`src/rtl/spi_btn_master_if.sv`:
```
// Handshake and serial-bus signals of the button-driven SPI master.
interface spi_btn_master_if #(
  parameter int DATA_W = 8
) ();
  logic              start;
  logic [DATA_W-1:0] tx_data;
  logic              miso;
  logic              sclk;
  logic              mosi;
  logic              cs_n;
  logic              busy;
  logic              done;
  logic [DATA_W-1:0] rx_data;

  modport master (
    input  start, tx_data, miso,
    output sclk, mosi, cs_n, busy, done, rx_data
  );

  modport slave (
    output start, tx_data, miso,
    input  sclk, mosi, cs_n, busy, done, rx_data
  );
endinterface

```
`src/rtl/spi_btn_master.sv`:
```
// SPI mode-0 master, one full-duplex MSB-first word per start pulse.
// Define SPI_START_QUEUE_EN to add a one-entry pending-start slot.
module spi_btn_master #(
  parameter int DATA_W  = 8,
  parameter int CLK_DIV = 50
) (
  input  logic              clock,
  input  logic              n_reset,
  spi_btn_master_if.master  bus
);
  localparam int DIV_W = (CLK_DIV > 1) ? $clog2(CLK_DIV) : 1;
  localparam int CNT_W = $clog2(DATA_W);
  localparam logic [DIV_W-1:0] DIV_LAST = DIV_W'(CLK_DIV - 1);
  localparam logic [CNT_W-1:0] BIT_LAST = CNT_W'(DATA_W - 1);

  typedef enum logic [2:0] {IDLE, SETUP, SHIFT, HOLD, GAP} state_t;

  state_t            state, state_nxt;
  logic [DIV_W-1:0]  div, div_nxt;
  logic [CNT_W-1:0]  cnt, cnt_nxt;
  logic [DATA_W-1:0] tx_sh, tx_nxt, rx_sh, rx_nxt, rxd_q, rxd_nxt;
  logic              sclk_q, sclk_nxt, mosi_q, mosi_nxt, cs_q, cs_nxt;
  logic              busy_q, busy_nxt, done_q, done_nxt;
  logic              tick, load;
  logic [DATA_W-1:0] load_word;
`ifdef SPI_START_QUEUE_EN
  logic              pend_vld, pend_vld_nxt;
  logic [DATA_W-1:0] pend_data, pend_data_nxt;
`endif

  assign tick = (div == DIV_LAST);

  always_comb begin
    state_nxt = state;
    div_nxt   = div;
    cnt_nxt   = cnt;
    tx_nxt    = tx_sh;
    rx_nxt    = rx_sh;
    rxd_nxt   = rxd_q;
    sclk_nxt  = sclk_q;
    mosi_nxt  = mosi_q;
    cs_nxt    = cs_q;
    busy_nxt  = busy_q;
    done_nxt  = 1'b0;
    load      = 1'b0;
    load_word = bus.tx_data;
`ifdef SPI_START_QUEUE_EN
    pend_vld_nxt  = pend_vld;
    pend_data_nxt = pend_data;
    if (busy_q && bus.start && !pend_vld) begin
      pend_vld_nxt  = 1'b1;
      pend_data_nxt = bus.tx_data;
    end
`endif
    if (state != IDLE) div_nxt = tick ? '0 : div + 1'b1;

    unique case (state)
      IDLE: if (bus.start) load = 1'b1;
      SETUP: if (tick) begin
        sclk_nxt  = 1'b1;
        rx_nxt    = {rx_sh[DATA_W-2:0], bus.miso};
        cnt_nxt   = '0;
        state_nxt = SHIFT;
      end
      SHIFT: if (tick) begin
        if (sclk_q) begin
          sclk_nxt = 1'b0;
          if (cnt == BIT_LAST) state_nxt = HOLD;
          else begin
            tx_nxt   = tx_sh << 1;
            mosi_nxt = tx_sh[DATA_W-2];
            cnt_nxt  = cnt + 1'b1;
          end
        end else begin
          sclk_nxt = 1'b1;
          rx_nxt   = {rx_sh[DATA_W-2:0], bus.miso};
        end
      end
      HOLD: if (tick) begin
        cs_nxt    = 1'b1;
        busy_nxt  = 1'b0;
        done_nxt  = 1'b1;
        rxd_nxt   = rx_sh;
        mosi_nxt  = 1'b0;
        state_nxt = IDLE;
`ifdef SPI_START_QUEUE_EN
        if (pend_vld) state_nxt = GAP;
`endif
      end
`ifdef SPI_START_QUEUE_EN
      // cs_n stays high for one divider period before the queued frame
      GAP: if (tick) begin
        load         = 1'b1;
        load_word    = pend_data;
        pend_vld_nxt = 1'b0;
      end
`endif
      default: state_nxt = IDLE;
    endcase

    if (load) begin
      div_nxt   = '0;
      tx_nxt    = load_word;
      rx_nxt    = '0;
      mosi_nxt  = load_word[DATA_W-1];
      cs_nxt    = 1'b0;
      busy_nxt  = 1'b1;
      state_nxt = SETUP;
    end
  end

  always_ff @(posedge clock or negedge n_reset) begin
    if (!n_reset) begin
      state  <= IDLE;
      div    <= '0;
      cnt    <= '0;
      tx_sh  <= '0;
      rx_sh  <= '0;
      rxd_q  <= '0;
      sclk_q <= 1'b0;
      mosi_q <= 1'b0;
      cs_q   <= 1'b1;
      busy_q <= 1'b0;
      done_q <= 1'b0;
    end else begin
      state  <= state_nxt;
      div    <= div_nxt;
      cnt    <= cnt_nxt;
      tx_sh  <= tx_nxt;
      rx_sh  <= rx_nxt;
      rxd_q  <= rxd_nxt;
      sclk_q <= sclk_nxt;
      mosi_q <= mosi_nxt;
      cs_q   <= cs_nxt;
      busy_q <= busy_nxt;
      done_q <= done_nxt;
    end
  end

`ifdef SPI_START_QUEUE_EN
  always_ff @(posedge clock or negedge n_reset) begin
    if (!n_reset) begin
      pend_vld  <= 1'b0;
      pend_data <= '0;
    end else begin
      pend_vld  <= pend_vld_nxt;
      pend_data <= pend_data_nxt;
    end
  end
`endif

  assign bus.sclk    = sclk_q;
  assign bus.mosi    = mosi_q;
  assign bus.cs_n    = cs_q;
  assign bus.busy    = busy_q;
  assign bus.done    = done_q;
  assign bus.rx_data = rxd_q;
endmodule

```
`src/flat_wrapper.sv`:
```
// flat-port wrapper written by rule: the top's interface ports become plain ports
module spi_btn_master_flat 
#(
  parameter int DATA_W  = 8,
  parameter int CLK_DIV = 50
)
  (clock, n_reset, bus_start, bus_tx_data, bus_miso, bus_sclk, bus_mosi, bus_cs_n, bus_busy, bus_done, bus_rx_data);
  spi_btn_master_if #(.DATA_W(DATA_W)) bus_i ();
  input  logic clock;
  input  logic n_reset;
  input wire logic [$bits(bus_i.start)-1:0] bus_start;
  input wire logic [$bits(bus_i.tx_data)-1:0] bus_tx_data;
  input wire logic [$bits(bus_i.miso)-1:0] bus_miso;
  output wire logic [$bits(bus_i.sclk)-1:0] bus_sclk;
  output wire logic [$bits(bus_i.mosi)-1:0] bus_mosi;
  output wire logic [$bits(bus_i.cs_n)-1:0] bus_cs_n;
  output wire logic [$bits(bus_i.busy)-1:0] bus_busy;
  output wire logic [$bits(bus_i.done)-1:0] bus_done;
  output wire logic [$bits(bus_i.rx_data)-1:0] bus_rx_data;
  assign bus_i.start = bus_start;
  assign bus_i.tx_data = bus_tx_data;
  assign bus_i.miso = bus_miso;
  assign bus_sclk = bus_i.sclk;
  assign bus_mosi = bus_i.mosi;
  assign bus_cs_n = bus_i.cs_n;
  assign bus_busy = bus_i.busy;
  assign bus_done = bus_i.done;
  assign bus_rx_data = bus_i.rx_data;
  spi_btn_master #(.DATA_W(DATA_W), .CLK_DIV(CLK_DIV)) u_core (.clock(clock), .n_reset(n_reset), .bus(bus_i));
endmodule
```
`config.mk`:
```
export PLATFORM = sky130hd
export DESIGN_NAME = spi_btn_master_flat
export DESIGN_NICKNAME = d
export VERILOG_FILES = /design/src/rtl/spi_btn_master_if.sv /design/src/rtl/spi_btn_master.sv /design/src/flat_wrapper.sv
export SDC_FILE = /design/constraint.sdc
export NUM_CORES = 1
export LEC_CHECK = 0
export ABC_AREA = 1
export CORE_MARGIN = 4
export CORE_UTILIZATION = 60
export CTS_BUF_LIST = sky130_fd_sc_hd__clkbuf_2 sky130_fd_sc_hd__clkbuf_4 sky130_fd_sc_hd__clkbuf_8
export CTS_CLUSTER_DIAMETER = 80
export DETAILED_ROUTE_END_ITERATION = 8
export PLACE_DENSITY = 0.95
export SYNTH_ARGS = -nofsm -noshare
export SYNTH_HDL_FRONTEND = slang
export SYNTH_SLANG_ARGS = --single-unit
export TNS_END_PERCENT = 50
```
`constraint.sdc`:
```
create_clock -name clock -period 2.3 [get_ports clock]
set_input_delay 0.46 -clock clock [delete_from_list [all_inputs] [get_ports clock]]
set_output_delay 0.46 -clock clock [all_outputs]
set_load 0.05 [all_outputs]
```
==> results.md, run 1 <==
* Critical Path AT at 1710 ps
* CTS root buf: clkbuf_4
* Maximum fanout along the worst path at 2
* R2R Setup Slk at 550 ps
* Via count at 1662
* Post-Syn Nets at 269
* CTS H-tree lvls at 2
* Antenna cells at 0
* RD Place Congestion at 0.8413
* Count of pins over their slew limit at 0
* Detailed Place HPWL at 2.857 mm
* Synth top area share at 47.47%
* Final #Nets at 297
* Skew-Pair Late Insertion Delay at 350 ps
* Chip width at 65.78 um
* Highest clock rate at 460.3 MHz
* Hold Slack at 189.7 ps
* Sequential-to-total area share from yosys stat at 48.78%
* Clk buf depth at 2
* Cell area power density at 1086 nW/um^2
* RSZ-0062 raised after global routing: false
* Rel. slew slack at 44.48%
* Initial antenna violation count at 0
* DRT iter0 DRCs at 159
* Routed wire length at 3.962 mm
* Yosys cell types at 27
* Slowest-stage cell, CP: clkdlybuf4s50_1
* Dpl ws at 472.7 ps
* Delay-heaviest family, CP: buffers and inverters
* Starting Density at 64.04%
* Number of max-cap violations at 0
* Synth Area in Adders at 6.246%
* Leakage power at 1.206 nW
* Setup TNS at 0 ps
* Largest net degree at the start of global routing at 40
* CTS tree: done
* Port buffer count at 24
* Post-Synth XOR/XNOR Area at 0.8745%
* WL/cell at 12.38 um
* Die Y at 65.78 um
* Crit path required time at 1840 ps
* Io pins at 25
* Worst hold-check path type: primary input to asynchronous set/reset pin
* Total GRT Usage at 21.13%
* Area delta synth->final at 17.74%
* CP bufs+invs at 1
* Pwr Total at 2.560 mW
* Post-Synth Simple-Gate Area at 32.60%
* Maximum VDD drop at 792.2 uV
* Largest family of logic cells by synthesized area: simple AND/OR/NAND/NOR gates
* Clock transition at path regs at 120 ps
* Vias in the first global route at 1571
* Post-CTS Resized at 0
* FF-to-FF End: u_core.state[0]$_DFFE_PN0P_
* Synth Area in Compound Gates at 6.184%
* Seq cells post-synth at 39
* First-pass GRT wire length at 6.886 mm
* ANT nets after route at 0
* Setup CP Type: flip-flop to output port
* Final worst path period share at 94.45%
* Post-CTS Setup Bufs at 0
* DP Area at 2277 um^2
* Final setup viols at 0
* Final Hold Vio Count at 0
* Crit. End Element: output port
* Worst setup margin at 127.7 ps
* Measured slew at the worst slew-check pin at 832.8 ps
* Share of cells above drive strength 1 at 11.23%
* Reg2reg start: u_core.state[1]$_DFFE_PN0P_
* Hold_buf cts at 0
* Status: finished clean
* Synth area leader: dfrtp_1
* Worst-path cell chain: clkdlybuf4s50_1
* Die area at 4327 um^2
* Area contributors post-synth: dfrtp_1 (47%), nand2_1 (20%), ha_1 (6.2%), nand3_1 (3.7%), nor2_1 (3.7%)
* TritonRoute pass-1 iters at 4
* Clock Skews at 5.739 ps
* Clock sink count at 39
* TritonCTS Buffers at 5
* Total global routing overflow at 0
* CP max stage delay at 800 ps
* Final Cell Area at 2359 um^2
* Most common cell after layout, fill and taps aside: nand2_1
* Yosys Warn Count at 0
* Synthesized instance count at 247
* Via density at 5.194
* # DRC at 0
* # fillers at 216
* Tmin final at 2172 ps
* Synth Cell Area at 2003 um^2
* Floorplan core area at 3128 um^2
* Reg2reg path depth at 10
* Row cnt at 20
* Crit path launch type: flip-flop
* Multiplexer share of the synthesized area at 0%
* Average size of a mapped cell at 8.110 um^2
* Most frequent cells in the layout: nand2_1 (106), dfrtp_1 (38), clkdlybuf4s50_1 (23), nor2_1 (20), inv_1 (17)
where the power goes:
group / internal, mW / total, mW / switching, mW / leakage, nW
clock network: 0.229 / 0.466 / 0.237 / 0.0452
logic: 0.363 / 1.07 / 0.707 / 0.647
registers: 0.866 / 1.03 / 0.159 / 0.514
worst reg2reg max path: stages, from the launching register on:
cell and delay [ps]:
dfrtp_1 480, inv_1 120, ha_1 210, inv_1 80, nor2_1 290, inv_1 170, nand2_1 100, nor2_1 60
nand2_1 90, nand2_1 50, nand2_1 50
sequential cells by signal (all words and copies together), names as in the netlist:
name                cells
u_core.bus.rx_data      8
u_core.rx_sh            8
u_core.tx_sh            7
u_core.div              6
u_core.cnt              3
u_core.state            2
u_core.bus.busy         1
u_core.bus.cs_n         1
u_core.bus.done         1
u_core.bus.mosi         1
u_core.bus.sclk         1
cells by family after synthesis:
logic type / Yosys count
xor+xnor: 2
buf+inv: 25
flops: 39
compound gates: 18
simple gates: 153
fa+ha+maj: 10
area by class of cell:
cell class	count	area (um^2)	share of cell area [%]
well taps	44	55.05	2.334
clock inverters	3	43.79	1.857
clock buffers	5	37.54	1.592
repair buffers	26	250.2	10.61
multi-input cells	183	919.6	38.99
inverters	20	75.07	3.183
flip-flops and latches	39	977.2	41.43
Yosys cell counts (all sizes together):
cell,count
o21a,1
clkbuf,1
buf,4
xor2,2
nand3b,2
a21oi,3
o22ai,1
o21ai,13
nand3,17
nor3,2
nand2,109
inv,20
dfrtp,38
nor2,23
dfstp,1
ha,10
metal layers:
layer  global-route usage, %  share of wire (%)  vias to the layer above
met5                       0                  0                        -
met4                   10.10                2.4                        0
met3                   4.762                6.1                        9
met2                   35.29                 51                       56
met1                   25.67                 41                      775
li1                        -                  -                      822
worst max-delay path by stage:
| stage | cells past startpoint | endpoint | startpoint | slack (ps) |
|---|---|---|---|---|
| floorplan | 10 | u_core.rx_sh[6]$_DFFE_PN0P_ | u_core.state[0]$_DFFE_PN0P_ | 810 |
| global placement | 8 | u_core.state[1]$_DFFE_PN0P_ | bus_start | 520 |
| detailed placement | 8 | u_core.rx_sh[3]$_DFFE_PN0P_ | bus_start | 470 |
| CTS | 1 | bus_cs_n | u_core.bus.cs_n$_DFFE_PN1P_ | 120 |
| global route | 1 | bus_cs_n | u_core.bus.cs_n$_DFFE_PN1P_ | 70 |
| finish | 1 | bus_cs_n | u_core.bus.cs_n$_DFFE_PN1P_ | 130 |
per-stage QoR:
stage	std cells	utilization, %
3_3_place_gp	312	72.80
4_1_cts	320	75.40
5_1_grt	320	75.40
2_1_floorplan	247	-
6_report	320	75.40
3_5_place_dp	312	72.80
Note: power is estimated with default switching activity, not from simulation.
==> inputs of run 2 (changes only) <==
--- a/config.mk
+++ b/config.mk
@@ -11,7 +11,7 @@
 export CTS_BUF_LIST = sky130_fd_sc_hd__clkbuf_2 sky130_fd_sc_hd__clkbuf_4 sky130_fd_sc_hd__clkbuf_8
 export CTS_CLUSTER_DIAMETER = 80
 export DETAILED_ROUTE_END_ITERATION = 8
-export PLACE_DENSITY = 0.95
+export PLACE_DENSITY = 0.91
 export SYNTH_ARGS = -nofsm -noshare
 export SYNTH_HDL_FRONTEND = slang
 export SYNTH_SLANG_ARGS = --single-unit
==> run 2 against run 1 <==
- highest routed layer unchanged
- hold slack improved by 2.8 ps
- via count down 0.42%
- clock skew about the same
- cell area unchanged
- cell count did not move
- sequential share of layout area unchanged
- critical path depth unchanged
- critical endpoint unchanged
- flip-flop and latch count did not move
- wire length shrank 3.2%
- first-iteration DRC count decreased by 52%
- global-route usage is 0.89 points lower
==> results.md, run 2 (synthesized netlist as in run 1, its figures left out) <==
* DP Cell Count at 312
* FF-to-FF End: u_core.div[2]$_DFFE_PN0P_
* Clock transition at path regs at 120 ps
* Delay-heaviest family, CP: buffers and inverters
* Number of max-cap violations at 0
* Crit. End Element: output port
* Sequential Area at 977.2 um^2
* Crit path required time at 1840 ps
* Hold_buf cts at 0
* Tmin final at 2142 ps
* Cell area power density at 1080 nW/um^2
* Starting Density at 64.04%
* CTS H-tree lvls at 2
* First-pass GRT wire length at 6.713 mm
* Measured slew at the worst slew-check pin at 822.5 ps
* Total global routing overflow at 0
* Most frequent cells in the layout: nand2_1 (106), dfrtp_1 (38), clkdlybuf4s50_1 (23), nor2_1 (20), inv_1 (17)
* Fin cells at 320
* Via count at 1655
* TritonRoute pass-1 iters at 4
* Post-CTS Setup Bufs at 0
* # DRC at 0
* Highest clock rate at 466.9 MHz
* Maximum fanout along the worst path at 2
* Clk buf depth at 2
* Reg2reg path depth at 8
* Area delta synth->final at 17.74%
* Detailed Place HPWL at 2.850 mm
* Pwr Total at 2.547 mW
* Worst setup margin at 158.1 ps
* Setup TNS at 0 ps
* Vias in the first global route at 1601
* Antenna cells at 0
* Port buffer count at 24
* Status: finished clean
* DRT iter0 DRCs at 76
* RD Place Congestion at 0.8746
* Initial antenna violation count at 0
* WL/cell at 11.98 um
* Die Y at 65.78 um
* CP max stage delay at 790 ps
* Leakage power at 1.206 nW
* Final Cell Area at 2359 um^2
* Via density at 5.172
* Die area at 4327 um^2
* Clock Skews at 5.967 ps
* Worst-path cell chain: clkdlybuf4s50_1
* Crit. path cell count at 1
* TritonCTS Buffers at 5
* Setup CP Type: flip-flop to output port
* CTS root buf: clkbuf_4
* Final worst path period share at 93.13%
* Crit path launch type: flip-flop
* Final #Nets at 297
* Reg2reg start: u_core.state[0]$_DFFE_PN0P_
* Final Hold Vio Count at 0
* Chip width at 65.78 um
* ANT nets after route at 0
* Dpl ws at 462.2 ps
* Final Util at 75.40%
* Critical Path AT at 1680 ps
* Rel. slew slack at 45.17%
* Count of pins over their slew limit at 0
* Most common cell after layout, fill and taps aside: nand2_1
* Total GRT Usage at 20.24%
* Routed wire length at 3.834 mm
* CP bufs+invs at 1
* Skew-Pair Late Insertion Delay at 350 ps
* Slowest-stage cell, CP: clkdlybuf4s50_1
* RSZ-0062 raised after global routing: false
* Multi-input logic area at 919.6 um^2
* Clock sink count at 39
* Largest net degree at the start of global routing at 40
* Final setup viols at 0
* DP Area at 2277 um^2
* Floorplan core area at 3128 um^2
* Worst hold-check path type: primary input to asynchronous set/reset pin
* CTS tree: done
* R2R Setup Slk at 520 ps
* Hold Slack at 192.5 ps
* Row cnt at 20
* # fillers at 228
* Io pins at 25
* Maximum VDD drop at 694.9 uV
* Share of cells above drive strength 1 at 11.23%
* Post-CTS Resized at 0
==> run 2: worst reg2reg max path: cells and delay by family (launching register included) <==
family                   cells  cell delay, ps
adder cells (fa/ha/maj)      1             230
flip-flops                   1             460
XOR/XNOR                     1             180
AND/OR/NAND/NOR              3             430
buffers and inverters        3             380
==> run 2: cell type report <==
type,count,area share [%]
inverter,20,3.183
multi-input combinational,183,38.99
sequential,39,41.43
tap,44,2.334
clock buffer,5,1.592
timing repair buffer,26,10.61
clock inverter,3,1.857
==> run 2: where the power goes <==
part           total [mW]  switching [mW]  internal (mW)
combinational        1.07           0.707          0.361
clock               0.458           0.230          0.229
sequential           1.02           0.156          0.866
total                2.55            1.09           1.46
==> run 2: metal layers <==
metal / share of wire (%) / track usage, % / vias to the layer above
li1: - / - / 824
met1: 43 / 23.30 / 791
met2: 51 / 36.55 / 33
met3: 4.2 / 4.082 / 7
met4: 1.3 / 7.772 / 0
met5: 0 / 0 / -
==> run 2: worst max-delay path by stage <==
| stage | start | to | slack (ps) |
|---|---|---|---|
| 3_5_place_dp | bus_start | u_core.rx_sh[7]$_DFFE_PN0P_ | 460 |
| 5_1_grt | u_core.bus.cs_n$_DFFE_PN1P_ | bus_cs_n | 90 |
| 4_1_cts | u_core.bus.cs_n$_DFFE_PN1P_ | bus_cs_n | 150 |
| 3_3_place_gp | bus_start | u_core.state[0]$_DFFE_PN0P_ | 510 |
| 6_report | u_core.bus.cs_n$_DFFE_PN1P_ | bus_cs_n | 160 |
| 2_1_floorplan | u_core.state[0]$_DFFE_PN0P_ | u_core.rx_sh[6]$_DFFE_PN0P_ | 810 |
==> inputs of run 3 (changes only) <==
--- a/config.mk
+++ b/config.mk
@@ -11,6 +11,7 @@
 export CTS_BUF_LIST = sky130_fd_sc_hd__clkbuf_2 sky130_fd_sc_hd__clkbuf_4 sky130_fd_sc_hd__clkbuf_8
 export CTS_CLUSTER_DIAMETER = 80
 export DETAILED_ROUTE_END_ITERATION = 8
+export GPL_TIMING_DRIVEN = 0
 export PLACE_DENSITY = 0.91
 export SYNTH_ARGS = -nofsm -noshare
 export SYNTH_HDL_FRONTEND = slang
==> run 3 against run 2 <==
- setup slack worse by 11 ps
- utilization is 0.24 points lower
- register-to-register slack hardly changed
- clock skew is 2.9 ps lower
- sequential power hardly changed
==> results.md, run 3 (synthesized netlist as in run 1, its figures left out) <==
* Status: finished clean
* Floorplan core area at 3128 um^2
* WL/cell at 11.93 um
* Final setup viols at 0
* Reg2reg path depth at 10
* Tmin final at 2152 ps
* Worst hold-check path type: primary input to asynchronous set/reset pin
* Measured slew at the worst slew-check pin at 820.4 ps
* # DRC at 0
* Design internal power at 1.389 mW
* CTS H-tree lvls at 2
* Die area at 4327 um^2
* TritonCTS Buffers at 5
* Leakage power at 1.201 nW
* Area delta synth->final at 17.36%
* Slowest-stage cell, CP: clkdlybuf4s50_1
* Clock transition at path regs at 110 ps
* Post-CTS Resized at 0
* Row cnt at 20
* Sw frac at 44.22%
* Die Y at 65.78 um
* Initial antenna violation count at 0
* Global Route met2 Usage at 35.17%
* Clock power frac at 14.1%
* Crit path required time at 1840 ps
* Delay-heaviest family, CP: buffers and inverters
* ANT nets after route at 0
* Clock Skews at 3.077 ps
* Hold_buf cts at 0
* Largest net degree at the start of global routing at 40
* DP Cell Count at 315
* Final Hold Vio Count at 0
* Maximum fanout along the worst path at 2
* Cell area power density at 1059 nW/um^2
* Gr busiest metal: met2
* Critical Path AT at 1690 ps
* Setup CP Type: flip-flop to output port
* GR Util met3 at 5.102%
* Io pins at 25
* R2R Setup Slk at 530 ps
* Crit path launch type: flip-flop
* Grt met1 use at 27.70%
* Count of pins over their slew limit at 0
* Starting Density at 64.04%
* Via density at 5.065
* Number of max-cap violations at 0
* CP bufs+invs at 1
* Seq pwr share at 41.1%
* Most frequent cells in the layout: nand2_1 (106), dfrtp_1 (38), clkdlybuf4s50_1 (23), nor2_1 (20), inv_1 (17)
* Worst-path cell chain: clkdlybuf4s50_1
* Clock sink count at 39
* Reg2reg start: u_core.state[0]$_DFFE_PN0P_
* Most common cell after layout, fill and taps aside: nand2_1
* TritonRoute pass-1 iters at 5
* Post-CTS Setup Bufs at 0
* Final #Nets at 300
* Final Cell Area at 2351 um^2
* CTS tree: done
* FF-to-FF End: u_core.bus.mosi$_DFFE_PN0P_
* Setup TNS at 0 ps
* Crit. End Element: output port
* CP max stage delay at 800 ps
* Skew-Pair Late Insertion Delay at 340 ps
* P_sw at 1.101 mW
* Antenna cells at 0
* RD Place Congestion at 0.9031
* Detailed Place HPWL at 2.891 mm
* Highest clock rate at 464.6 MHz
* Final worst path period share at 93.59%
* Vias in the first global route at 1630
* Total GRT Usage at 21.36%
* Share of cells above drive strength 1 at 11.47%
* Port buffer count at 24
* Fin cells at 323
* First-pass GRT wire length at 7.134 mm
* DRT iter0 DRCs at 120
* Hold Slack at 201.9 ps
* Via count at 1636
* Rel. slew slack at 45.31%
* Clk buf depth at 2
* Chip width at 65.78 um
* Final Util at 75.16%
* Routed wire length at 3.854 mm
* CTS root buf: clkbuf_4
* Total global routing overflow at 0
* RSZ-0062 raised after global routing: false
* DP Area at 2293 um^2
* Combinational share of power at 44.9%
* Maximum VDD drop at 658.7 uV
==> run 3: power groups by stage <==
stage | combinational (mW) | clock [mW] | sequential [mW]
after floorplan | 0.825 | 0 | 1.05
after global routing | 1.27 | 0.395 | 1.05
after detailed placement | 1.11 | 0 | 1.03
after CTS | 1.12 | 0.358 | 1.02
final | 1.12 | 0.350 | 1.02
after global placement | 1.06 | 0 | 1.02
==> run 3: layout make-up <==
class | count | area (um^2)
multi-input cells | 183 | 919.6
clock buffers | 6 | 45.04
inverters | 20 | 75.07
well taps | 44 | 55.05
fillers | 246 | 777.0
plain buffers | 5 | 31.28
repair buffers | 24 | 235.2
flip-flops and latches | 39 | 977.2
clock inverters | 2 | 12.51
==> run 3: routing by layer <==
layer / wire length [um] / share of wire (%)
met4: 48 / 1.2
met2: 1882 / 49
met1: 1772 / 46
met3: 151 / 3.9
met5: 0 / 0
==> run 3: worst max path at each step <==
stage | to | startpoint | slack [ps] | cells past startpoint
4_1_cts | bus_cs_n | u_core.bus.cs_n$_DFFE_PN1P_ | 130 | 1
3_3_place_gp | u_core.tx_sh[4]$_DFFE_PN0P_ | n_reset | -140 | 1
6_report | bus_cs_n | u_core.bus.cs_n$_DFFE_PN1P_ | 150 | 1
2_1_floorplan | u_core.rx_sh[6]$_DFFE_PN0P_ | u_core.state[0]$_DFFE_PN0P_ | 810 | 10
5_1_grt | bus_cs_n | u_core.bus.cs_n$_DFFE_PN1P_ | 90 | 1
3_5_place_dp | u_core.bus.mosi$_DFFE_PN0P_ | bus_start | 380 | 9
==> run 3: worst register-to-register path, stage by stage, from the launching register on <==
cell     delay, ps
dfrtp_1        460
inv_1          130
ha_1           220
nand2_2        160
inv_2           80
buf_2          200
a21oi_1         70
nor2_1         150
nand2_1         80
nand2_1         80
nand2_1         50
==> run 3: per-stage QoR <==
step	worst slack, ps	power (mW)
2_1_floorplan	806.3	1.873
3_3_place_gp	-135.7	2.089
3_5_place_dp	381.3	2.144
4_1_cts	132.7	2.497
5_1_grt	86.50	2.719
6_report	147.5	2.490
==> patch 1: new RTL, flow settings as in run 3 <==
`CLK_DIV` is set to 50 in 2 places; all go to 100.
--- a/src/rtl/spi_btn_master.sv
+++ b/src/rtl/spi_btn_master.sv
@@ -4,3 +4,3 @@
   parameter int DATA_W  = 8,
-  parameter int CLK_DIV = 50
+  parameter int CLK_DIV = 100
 ) (
--- a/src/flat_wrapper.sv
+++ b/src/flat_wrapper.sv
@@ -4,3 +4,3 @@
   parameter int DATA_W  = 8,
-  parameter int CLK_DIV = 50
+  parameter int CLK_DIV = 100
 )
Check against the original RTL: no difference found for any inputs over 10 cycles, from zero or initial values and one cycle with n_reset low; that may be too few to reach the edited logic, so the function may still have changed.
==> patch 1 against run 3 <==
Sequential cell count up 1. Area after synthesis up 4.1%. Worst setup slack improved by 0.0042 ns. Total power rose by 1.6%. Design area rose by 3.9%. Synthesized cell count up 3.6%. Final cell count is 3.4% higher. Wire length grew 7.8%. Critical endpoint unchanged.
==> patch 1: results (changes against run 3) <==
Outcome
  • Outcome: completed

Layout
  • Clk cell area share: 2.714% (+0.27 points)
  • FF+latch area: 1002 µm² (+2.6%)
  • Multi-input gate area: 964.7 µm² (+4.9%)
  • Fill count: 252 (+2.4%)
  • Post-layout nets: 308 (+2.7%)
  • Share of layout cells above drive strength 1: 13.19% (+1.7 points)

Drt
  • Vias per cell: 5.141 (+1.5%)
  • Drt pass-1 iters: 4 (-1)
  • Starting DRT DRC Count: 105 (-13%)
  • Total Wirelength: 4154 µm (+7.8%)

Logic synthesis
  • Seq cells post-synth: 40 (+2.6%)
  • Post-synth top cells: 105 x nand2_1, 39 x dfrtp_1, 20 x inv_1
  • Synth Area in Compound Gates: 7.983% (+1.8 points)
  • Adder-Cell Fraction of Synth Area: 5.402% (-0.84 points)
  • Distinct cells, synth: 29 (+7.4%)

Worst setup path
  • FF-to-FF End: u_core.state[0]
  • FF-to-FF setup slack: 0.50 ns (-0.03 ns)

Power and ir drop
  • VDD IR max: 0.5936 mV (-9.9%)
  • Pleak: 1.220 nW (+1.6%)

Timing
  • Hold slack: 0.1982 ns (-0.003761 ns)
  • Worst slew pin tran: 0.8547 ns (+0.03430 ns)

GRT
  • Pin count of the biggest net entering global routing: 41 (+2.5%)
  • Vias in the first global route: 1670 (+2.5%)

Place
  • Dpl hpwl: 3082 µm (+6.6%)
==> patch 1: logic make-up after synthesis <==
group,after synthesis
xor gates and xnor gates,1
adders and majority gates,9
AOI/OAI and AO/OA,23
and+or+nand+nor,155
DFF,40
buffers and inverters,28
==> patch 1: power breakdown <==
part	switching, W	internal [W]
Combinational	0.000718	0.000396
Sequential	0.000148	0.000878
Clock	0.000242	0.000148
==> patch 1: metal layers <==
metal  global-route usage, %  part of all wire, %  up-vias  routed length, µm
li1                        -                    -      866                  -
met1                   24.32                   43      811               1790
met2                   38.12                   52       38               2166
met3                   5.059                  4.0        2                166
met4                   7.089                 0.75        0                 31
met5                       0                    0        -                  0
==> patch 1: through the flow <==
step	cells	setup TNS (ns)	setup WS, ns
4_1_cts	334	0	0.1370
3_3_place_gp	326	-6.188	-0.1607
3_5_place_dp	326	0	0.3206
5_1_grt	334	0	0.09626
6_report	334	0	0.1518
2_1_floorplan	256	0	0.8515
==> patch 2: new RTL, settings of run 3 <==
Without the edit above. Encoding of `state_t`: now one-hot (5 bits for 5 states).
--- a/src/rtl/spi_btn_master.sv
+++ b/src/rtl/spi_btn_master.sv
@@ -15,3 +15,3 @@
 
-  typedef enum logic [2:0] {IDLE, SETUP, SHIFT, HOLD, GAP} state_t;
+  typedef enum logic [4:0] {IDLE = 5'b00001, SETUP = 5'b00010, SHIFT = 5'b00100, HOLD = 5'b01000, GAP = 5'b10000} state_t;
 
Behaviour: no difference found for any inputs over 10 cycles, from zero or initial values and one cycle with n_reset low; not proved beyond that.
==> patch 2 against run 3 <==
Final cell count increased by 0.93%. Wire length increased by 2.9%. Critical path depth unchanged. Design area increased by 1.7%. Fmax decreased by 0.50%. Combinational power decreased by 9.8%. Non-clock buffer count decreased by 1. Via count increased by 4.1%. Sequential cell count increased by 2. Die area increased by 1.9%. Worst setup slack got worse by 0.011 ns. Area after synthesis increased by 2.1%. Total power decreased by 2.7%. Largest cell class unchanged.
==> patch 2: results (changes against run 3) <==
Layout
  • Number of multi-input logic gates: 180 (-1.6%)
  • Clk cell area share: 2.302% (-0.15 points)
  • Post-layout nets: 297 (-1.0%)
  • Share of layout cells above drive strength 1: 13.12% (+1.7 points)
  • Multi-input gate area: 893.4 µm² (-2.9%)
  • Sequential share of cell area: 43.01% (+1.4 points)

Logic synthesis
  • Post-synth top cells: 86 x nand2_1, 39 x dfrtp_1, 30 x nand3_1
  • Mapped Nets: 266 (-1.1%)
  • Dominant cells by area after synthesis: dfrtp_1 48%, nand2_1 16%, nand3_1 7.3%
  • Sequential area share after synthesis: 50.28% (+1.5 points)

GRT
  • First-pass GRT wire length: 7044 µm (-1.3%)
  • Vias in the first global route: 1626 (-0.25%)
  • Met3 Use GR: 5.442% (+0.34 points)
  • M2 GR Usage: 34.94% (-0.22 points)
  • Pin count of the biggest net entering global routing: 42 (+5.0%)
  • All-layer global routing usage: 20.99% (-0.37 points)

Place
  • Worst slack, placed: 0.4427 ns (+0.06137 ns)

Drt
  • Starting DRT DRC Count: 184 (+53%)
  • Wire per inst: 12.17 µm (+2.0%)
  • Vias: 1703 (+4.1%)
  • Drt pass-1 iters: 4 (-1)

Outcome
  • Outcome: completed

Worst setup path
  • Launching point of the worst reg2reg path: u_core.div[1]
  • Worst r2r path cells: 9 (-1)
  • FF-to-FF End: u_core.state[2]

Timing
  • Worst slew pin tran: 0.8849 ns (+0.06452 ns)

Power and ir drop
  • VDD IR max: 0.5291 mV (-20%)
  • Switch share: 41.52% (-2.7 points)

CTS
  • CTS sink cnt: 41 (+5.1%)
[patch 2: per-layer routing]
layer  vias up  routed length, µm
li1        868                  -
met1       793               1761
met2        34               1981
met3         8                175
met4         0                 48
met5         -                  0
[patch 2: stage by stage]
step	area [µm²]	power [W]	util (%)
floorplan	2046	0.001849	-
global placement	2341	0.002031	74.25
detailed placement	2336	0.002076	74.09
CTS	2391	0.002433	75.83
global route	2391	0.002659	75.83
finish	2391	0.002423	75.83
[patch 2: cell families after synthesis]
| logic type | after synthesis | share of synthesized area (%) |
|---|---|---|
| flops | 41 | 50.28 |
| fa+ha+maj | 4 | 2.447 |
| mux | 1 | 0.5504 |
| compound gates | 22 | 6.116 |
| buf+inv | 29 | 6.055 |
| simple gates | 153 | 34.56 |
[patch 2: power by group through the flow]
stage	registers [W]	clock network, W	logic [W]
after floorplan	0.00106	0	0.000791
after global placement	0.00106	0	0.000973
after detailed placement	0.00107	0	0.00101
after CTS	0.00105	0.000365	0.00102
after global routing	0.00108	0.000404	0.00117
final	0.00105	0.000360	0.00101
